==> config.mk <==
export PLATFORM = sky130hd
export DESIGN_NAME = vram_vga_port
export DESIGN_NICKNAME = d
export VERILOG_FILES = /design/src/rtl/vga_pkg.sv /design/src/rtl/vram_vga_port.sv
export SDC_FILE = /design/constraint.sdc
export NUM_CORES = 1
export LEC_CHECK = 0
export ABC_AREA = 1
export CORE_MARGIN = 5
export CORE_UTILIZATION = 30
export CTS_CLUSTER_DIAMETER = 120
export CTS_CLUSTER_SIZE = 14
export DETAILED_ROUTE_END_ITERATION = 8
export SKIP_CTS_REPAIR_TIMING = 1
export SLEW_MARGIN = 5
export SYNTH_ARGS = -nofsm -noshare
export SYNTH_HDL_FRONTEND = slang
export SYNTH_SLANG_ARGS = --single-unit
==> constraint.sdc <==
create_clock -name vga_clk -period 2.27 [get_ports vga_clk]
set_input_delay 0.454 -clock vga_clk [delete_from_list [all_inputs] [get_ports vga_clk]]
set_output_delay 0.454 -clock vga_clk [all_outputs]
set_load 0.01 [all_outputs]
==> src/rtl/vga_pkg.sv <==
// ---------------------------------------------------------------------------
// vga_pkg
// Shared definitions for the VGA-side VRAM read port:
//   VRAM_AW  - width of the display-side word address
//   MEM_AW   - width of the memory-side word address
//   DATA_W   - width of a pixel/memory word
//   CNT_W    - width of the WAIT-state timeout counter
//   state_t  - read FSM state encoding (IDLE / WAIT / REARM)
//   vram_to_mem_addr() - maps a VRAM word address into the memory word space
// ---------------------------------------------------------------------------
package vga_pkg;

   localparam int VRAM_AW = 15;
   localparam int MEM_AW  = 22;
   localparam int DATA_W  = 32;
   localparam int CNT_W   = 8;

   typedef enum logic [1:0] {
      ST_IDLE  = 2'd0,
      ST_WAIT  = 2'd1,
      ST_REARM = 2'd2
   } state_t;

   // VRAM lives at a fixed word offset inside the memory; the sum simply
   // wraps at the top of the MEM_AW address space.
   function automatic logic [MEM_AW-1:0] vram_to_mem_addr(
      input logic [MEM_AW-1:0]  base,
      input logic [VRAM_AW-1:0] vaddr
   );
      return base + {{(MEM_AW-VRAM_AW){1'b0}}, vaddr};
   endfunction

endpackage

==> src/rtl/vram_vga_port.sv <==
// ---------------------------------------------------------------------------
// vram_vga_port
// Converts the display's level-sensitive VRAM read request into a single
// memory read transaction and returns the word with a one-cycle strobe.
// A read that the memory never acknowledges is abandoned after TIMEOUT
// WAIT cycles; FILL_WORD is returned instead and a sticky flag is raised.
//
// Parameters
//   VRAM_BASE  memory word address of VRAM word 0
//   TIMEOUT    WAIT cycles before a read is abandoned
//   FILL_WORD  data returned for an abandoned read
//
// Ports
//   vga_clk       in   single clock, all logic on its rising edge
//   reset_n       in   asynchronous active-low reset
//   vram_addr     in   [15] display word address
//   vram_req      in   level read request from the display
//   vram_data     out  [32] returned pixel word (held between strobes)
//   vram_ready    out  one-cycle strobe marking vram_data valid
//   mem_addr      out  [22] memory word address
//   mem_req       out  memory read request
//   mem_ack       in   one-cycle strobe marking mem_rdata valid
//   mem_rdata     in   [32] memory read data
//   timeout_clr   in   synchronous clear of timeout_flag
//   timeout_flag  out  sticky flag, set whenever a read is abandoned
// ---------------------------------------------------------------------------
module vram_vga_port
   import vga_pkg::*;
#(
   parameter logic [MEM_AW-1:0] VRAM_BASE = 22'h000000,
   parameter logic [CNT_W-1:0]  TIMEOUT   = 8'd255,
   parameter logic [DATA_W-1:0] FILL_WORD = 32'h00000000
) (
   input  logic                vga_clk,
   input  logic                reset_n,
   input  logic [VRAM_AW-1:0]  vram_addr,
   input  logic                vram_req,
   output logic [DATA_W-1:0]   vram_data,
   output logic                vram_ready,
   output logic [MEM_AW-1:0]   mem_addr,
   output logic                mem_req,
   input  logic                mem_ack,
   input  logic [DATA_W-1:0]   mem_rdata,
   input  logic                timeout_clr,
   output logic                timeout_flag
);

   state_t              r_state;
   state_t              w_state_next;

   logic [MEM_AW-1:0]   r_mem_addr;
   logic [MEM_AW-1:0]   w_mem_addr_next;
   logic                r_mem_req;
   logic                w_mem_req_next;
   logic [DATA_W-1:0]   r_vram_data;
   logic [DATA_W-1:0]   w_vram_data_next;
   logic                r_vram_ready;
   logic                w_vram_ready_next;
   logic                r_timeout_flag;
   logic                w_timeout_flag_next;
   logic [CNT_W-1:0]    r_wait_cnt;
   logic [CNT_W-1:0]    w_wait_cnt_next;

   logic [CNT_W-1:0]    w_wait_cnt_inc;
   logic                w_timeout_hit;

   // The counter holds the number of completed WAIT cycles; the read is
   // abandoned at the edge where that count reaches TIMEOUT, so mem_req is
   // high for exactly TIMEOUT cycles when no ack arrives.
   assign w_wait_cnt_inc = r_wait_cnt + CNT_W'(1);
   assign w_timeout_hit  = (w_wait_cnt_inc == TIMEOUT);

   // ------------------------------------------------------------------
   // State register
   // ------------------------------------------------------------------
   always_ff @(posedge vga_clk or negedge reset_n) begin
      if (!reset_n) begin
         r_state <= ST_IDLE;
      end else begin
         r_state <= w_state_next;
      end
   end

   // ------------------------------------------------------------------
   // Next-state and next-output logic
   // ------------------------------------------------------------------
   always_comb begin
      w_state_next        = r_state;
      w_mem_addr_next     = r_mem_addr;
      w_mem_req_next      = r_mem_req;
      w_vram_data_next    = r_vram_data;
      w_vram_ready_next   = 1'b0;
      w_wait_cnt_next     = r_wait_cnt;
      // A clear is applied unless a timeout in this same cycle sets it again.
      w_timeout_flag_next = r_timeout_flag & ~timeout_clr;

      case (r_state)
         ST_IDLE: begin
            if (vram_req) begin
               // mem_addr itself is the latched copy of the request address,
               // so the display may change vram_addr while the read is open.
               w_mem_addr_next = vram_to_mem_addr(VRAM_BASE, vram_addr);
               w_mem_req_next  = 1'b1;
               w_wait_cnt_next = '0;
               w_state_next    = ST_WAIT;
            end
         end

         ST_WAIT: begin
            w_wait_cnt_next = w_wait_cnt_inc;
            // The ack is tested first so that an ack on the timeout cycle
            // returns real data and leaves the flag alone.
            if (mem_ack) begin
               w_vram_data_next  = mem_rdata;
               w_vram_ready_next = 1'b1;
               w_mem_req_next    = 1'b0;
               w_state_next      = ST_REARM;
            end else if (w_timeout_hit) begin
               w_vram_data_next    = FILL_WORD;
               w_vram_ready_next   = 1'b1;
               w_mem_req_next      = 1'b0;
               w_timeout_flag_next = 1'b1;
               w_state_next        = ST_REARM;
            end
         end

         ST_REARM: begin
            // The display's request is a level; it must be seen low once
            // before another read may start, otherwise the request that was
            // just served would be issued again.
            if (!vram_req) begin
               w_state_next = ST_IDLE;
            end
         end

         default: begin
            w_mem_req_next = 1'b0;
            w_state_next   = ST_IDLE;
         end
      endcase
   end

   // ------------------------------------------------------------------
   // Output and counter registers
   // ------------------------------------------------------------------
   always_ff @(posedge vga_clk or negedge reset_n) begin
      if (!reset_n) begin
         r_mem_addr     <= '0;
         r_mem_req      <= 1'b0;
         r_vram_data    <= '0;
         r_vram_ready   <= 1'b0;
         r_timeout_flag <= 1'b0;
         r_wait_cnt     <= '0;
      end else begin
         r_mem_addr     <= w_mem_addr_next;
         r_mem_req      <= w_mem_req_next;
         r_vram_data    <= w_vram_data_next;
         r_vram_ready   <= w_vram_ready_next;
         r_timeout_flag <= w_timeout_flag_next;
         r_wait_cnt     <= w_wait_cnt_next;
      end
   end

   assign mem_addr     = r_mem_addr;
   assign mem_req      = r_mem_req;
   assign vram_data    = r_vram_data;
   assign vram_ready   = r_vram_ready;
   assign timeout_flag = r_timeout_flag;

endmodule
Word level (Yosys, flattened, before mapping)
Index checks and enable logic that the tools add are counted.
{ "word_totals": {"ff_bits": 60, "latchBits": 0, "mem_bits_rw": 0, "rom_bits": 0, "wordCells": 44, "memories": 0} }
{ "op_classes": {"add_sub_neg": 1, "n_mul": 0, "n_div": 0, "magnitude_cmp": 0, "eq_ne": 6, "shifts": 0, "n_mux": 19, "bitwise_logic": 3, "reduce_logical": 8} }
{ "op_table": {"columns": ["op", "count"], "rows": [
  ["32-bit 2-to-1 mux", 2],
  ["8-bit one-hot mux with 2 select lines", 1],
  ["1-bit 2-to-1 mux", 9],
  ["8-bit by 1-bit adder with 8-bit output, second input constant", 1],
  ["8-bit == test, second input constant", 1],
  ["2-bit 2-to-1 mux", 4],
  ["8-bit 2-to-1 mux", 1],
  ["2-bit one-hot mux with 3 select lines", 1],
  ["2-bit AND reduction", 3],
  ["3-bit AND reduction", 2],
  ["2-bit inequality test, second input constant", 2],
  ["2-bit nonzero test", 2],
  ["3-bit inequality test, second input constant", 1],
  ["1-bit one-hot mux with 3 select lines", 1],
  ["2-bit by 1-bit == test with 1-bit output, second input constant", 1],
  ["2-bit == test, second input constant", 1],
  ["2-bit logical NOT", 1],
  ["1-bit NOT", 2],
  ["1-bit bitwise AND", 1]
]} }

Logic depth before layout (Yosys ltp)
{ "logic_depth": {"depth_word": 5, "mapped_depth": 12, "mapped_depth_nobuf": 11} }

Worst setup path before layout
OpenSTA, ideal clock, no wires.
{ "synth_path": {"path_kind": "reg-to-reg", "from": "register r_wait_cnt[0]", "to": "register r_vram_data[23], in the netlist vram_data[23]", "setup_ps": 116, "t_arrival_ps": 1492, "required_time_ps": 2154, "path_slack_ps": 662, "path_stages_with_launch": 13, "n_path_buf": 1, "path_cell_list": "dfrtp_1 ha_1 nand2_1 inv_1 nor2_1 nand3_1 nor2_1 nand3_2 nand2_2 nand2_4 buf_6 nand2_2 nand2_1"} }
{ "synth_via": {"elab_chain_cells": 4} }
{ "synth_rtl": {"columns": ["element", "line", "text"], "rows": [
  ["from (decl)", "vram_vga_port.sv:61", "logic [CNT_W-1:0] r_wait_cnt;"],
  ["from (signal assigned)", "vram_vga_port.sv:160", "r_wait_cnt <= w_wait_cnt_next;"],
  ["8-bit by 1-bit adder with 8-bit output", "vram_vga_port.sv:70", "assign w_wait_cnt_inc = r_wait_cnt + CNT_W'(1);"],
  ["8-bit == test", "vram_vga_port.sv:71", "assign w_timeout_hit = (w_wait_cnt_inc == TIMEOUT);"],
  ["2-bit nonzero test (no line)", null, null],
  ["2-bit AND reduction (no line)", null, null],
  ["to (signal assigned)", "vram_vga_port.sv:157", "r_vram_data <= w_vram_data_next;"],
  ["to (decl)", "vram_vga_port.sv:55", "logic [DATA_W-1:0] r_vram_data;"]
]} }
No other way between the ends.
A chain may end at the register's enable or synchronous reset.

Worst setup path after layout
{ "layout_path": {"from": "register r_wait_cnt[1]", "to": "register r_vram_data[6], in the netlist vram_data[6]"} }
The elaborated chain is that of the path after synthesis.

==> flow_metrics.env <==
export IMPL_synth_cells=294
export IMPL_start_util=0.3092
export IMPL_peakVddDrop_uv=618.0
export IMPL_place_congestion=0.7865
export IMPL_avgRoutedWirePerCell_um=12.79
export IMPL_cp_end_kind="flip-flop"
export IMPL_hold_ws_ns=0.01939
export IMPL_cp_common_cell="nand2_1"
export IMPL_yosys_top_cells_area="dfrtp_1 (59%), nand2_1 (23%), buf_4 (2.9%), nand2_2 (2.2%), nand3_1 (2.2%)"
export IMPL_grt_remaining_overflow=0
export IMPL_area_delta_synth_final_pct=50.02
export IMPL_placement_io_buffers=101
export IMPL_dp_hpwl_mm=4.620
export IMPL_cts_buffer_depth=2
export IMPL_routed_wl_mm=6.508
export IMPL_core_um2=8258
export IMPL_first_iter_violations=76
export IMPL_cap_violations=0
export IMPL_htreeDepth=3
export IMPL_critical_path_depth=11
export IMPL_fin_skew_ns=0.004374
export IMPL_via_per_inst=4.305
export IMPL_die_area_um2=10460
export IMPL_status="finished clean"
export IMPL_syn_area_um2=2554
export IMPL_timing_fmax_mhz=532.6
export IMPL_grt_max_degree=49
export IMPL_crit_slowest_cell="dfrtp_1"
export IMPL_p_leak_nw=1.879
export IMPL_rsz0062_at_grt="no"
export IMPL_cpPeakStageDelay_ns=0.42
export IMPL_slew_viol_final=0
export IMPL_seq_area_frac_synth=0.5879
export IMPL_cts_tree="yes"
export IMPL_arrival_ns=2.09
export IMPL_fin_crit_sh=0.8271
export IMPL_root_buffer="clkbuf_8"
export IMPL_period_needed_ns=1.878
export IMPL_vias=2191
export IMPL_insertion_delay_ns=0.33
export IMPL_startpoint_type="flip-flop"
export IMPL_grt_pass1_wl_mm=10.58
export IMPL_mostFrequentLayoutCells="nand2_1 (156), clkdlybuf4s50_1 (100), dfrtp_1 (60)"
export IMPL_antenna_found_initial=0
export IMPL_critical_path_class="flip-flop to flip-flop"
export IMPL_grt_pass1_vias=2204
export IMPL_drtAntennaViolNets=0
export IMPL_chipHeight_um=102.3
export IMPL_setup_tns_final_ns=0
export IMPL_critPathBufInv=1
export IMPL_path_max_fanout=34
export IMPL_num_fill_cells=811
export IMPL_synth_avg_cell_area_um2=8.686
export IMPL_synth_seq_cells=60
export IMPL_ioPinCount=109
export IMPL_antenna_cells=0
export IMPL_cts_buffers=9
export IMPL_r2r_start="r_wait_cnt[1]"
export IMPL_num_nets_final=453
export IMPL_r2r_setup_slack_ns=0.39
export IMPL_netlist_cell_type_count=21
export IMPL_p_per_area_nw_per_um2=1245
export IMPL_hold_viol_final=0
export IMPL_setup_viol=0
export IMPL_drive_above_1_share=0.08663
export IMPL_crit_family="simple AND/OR/NAND/NOR gates"
export IMPL_track_usage=0.1294
export IMPL_row_count=33
export IMPL_die_w_um=102.3
export IMPL_yosys_area_top_type_share=0.5879
export IMPL_path_cells="ha_1 -> nand2_1 -> inv_1 -> nor2_1 -> nand3_1 -> nor2_1 -> nand3_2 -> nand2_2 -> nand2_4 -> nand2_1 -> nand2_1"
export IMPL_cts_num_sinks=60
export IMPL_synth_top_area_cell="dfrtp_1"
export IMPL_final_common_cell="nand2_1"
export IMPL_clk_pin_slew_ns=0.07
export IMPL_dr_pass1_iters=4
export IMPL_drc=0
export IMPL_required_ns=2.49
export IMPL_hold_class="input port to asynchronous set/reset pin"
export IMPL_reg2reg_depth=11
export IMPL_reg2reg_to="vram_data[6]"
export IMPL_yosysWarnings=0
how the worst max path moves through the flow:
stage	startpoint	endpoint	slack (ns)
after global placement	r_wait_cnt[1]	vram_data[0]	0.44
after floorplan	r_wait_cnt[0]	vram_data[23]	0.66
after global routing	r_wait_cnt[1]	vram_data[9]	0.18
after detailed placement	r_wait_cnt[1]	vram_data[13]	0.38
after CTS	r_wait_cnt[1]	vram_data[16]	0.37
final	r_wait_cnt[1]	vram_data[6]	0.39
power breakdown:
part           internal [W]  switching, W  leakage, nW
logic               0.00103      0.000964         1.02
clock network      0.000564      0.000409        0.102
registers           0.00152      0.000278        0.757
sequential cells by signal, indices dropped and copies added, names as in the netlist:
register      flops
timeout_flag      1
vram_ready        1
r_wait_cnt        8
mem_req           1
mem_addr         15
vram_data        32
r_state           2
area by class of cell:
class	instances	area (µm²)	area share
sequential	60	1501	0.3919
timing repair buffer	104	1041	0.2717
multi-input combinational	209	898.4	0.2345
clock buffer	12	155.1	0.04050
tap	105	131.4	0.03429
inverter	15	56.30	0.01470
clock inverter	4	47.55	0.01241
layer usage:
metal | vias up | track usage | wire [µm]
li1 | 1092 | - | -
met2 | 76 | 0.1884 | 2941
met4 | 0 | 0.04541 | 47
met3 | 6 | 0.05597 | 554
met5 | - | 0 | 0
met1 | 1017 | 0.1722 | 2964
Yosys cell counts, drive strengths merged:
master,n
clkinv,1
nor2,10
dfrtp,60
ha,2
a21oi,1
buf,13
conb,1
o21ai,7
o22ai,2
clkbuf,3
nand2,166
inv,14
o21bai,1
nand3,13
cells by family (layout without fill, tap and decap cells):
logic type	after synthesis	after routing	synth area share
AOI/OAI and AO/OA	11	11	0.02498
DFF	60	60	0.5879
and+or+nand+nor	189	189	0.3067
adders and majority gates	2	2	0.009798
other	1	7	0.001468
buffers and inverters	31	135	0.06908
worst reg2reg max path, stage by stage (launching register included):
cell and delay [ns]:
dfrtp_1 0.42, ha_1 0.22, nand2_1 0.07, inv_1 0.06, nor2_1 0.13, nand3_1 0.09, nor2_1 0.12, nand3_2 0.12
nand2_2 0.09, nand2_4 0.24, nand2_1 0.16, nand2_1 0.05
metrics by stage:
step	total power (W)	cells	cell area, µm²	setup slack (ns)	util
6_report	0.004771	509	3831	0.3924	0.4639
3_5_place_dp	0.003853	493	3628	0.3802	0.4394
3_3_place_gp	0.003829	493	3628	0.4427	0.4394
4_1_cts	0.004865	509	3831	0.3744	0.4639
2_1_floorplan	0.002728	300	2576	0.6616	-
5_1_grt	0.005138	509	3831	0.1751	0.4639
(Power assumes the default switching activity.)
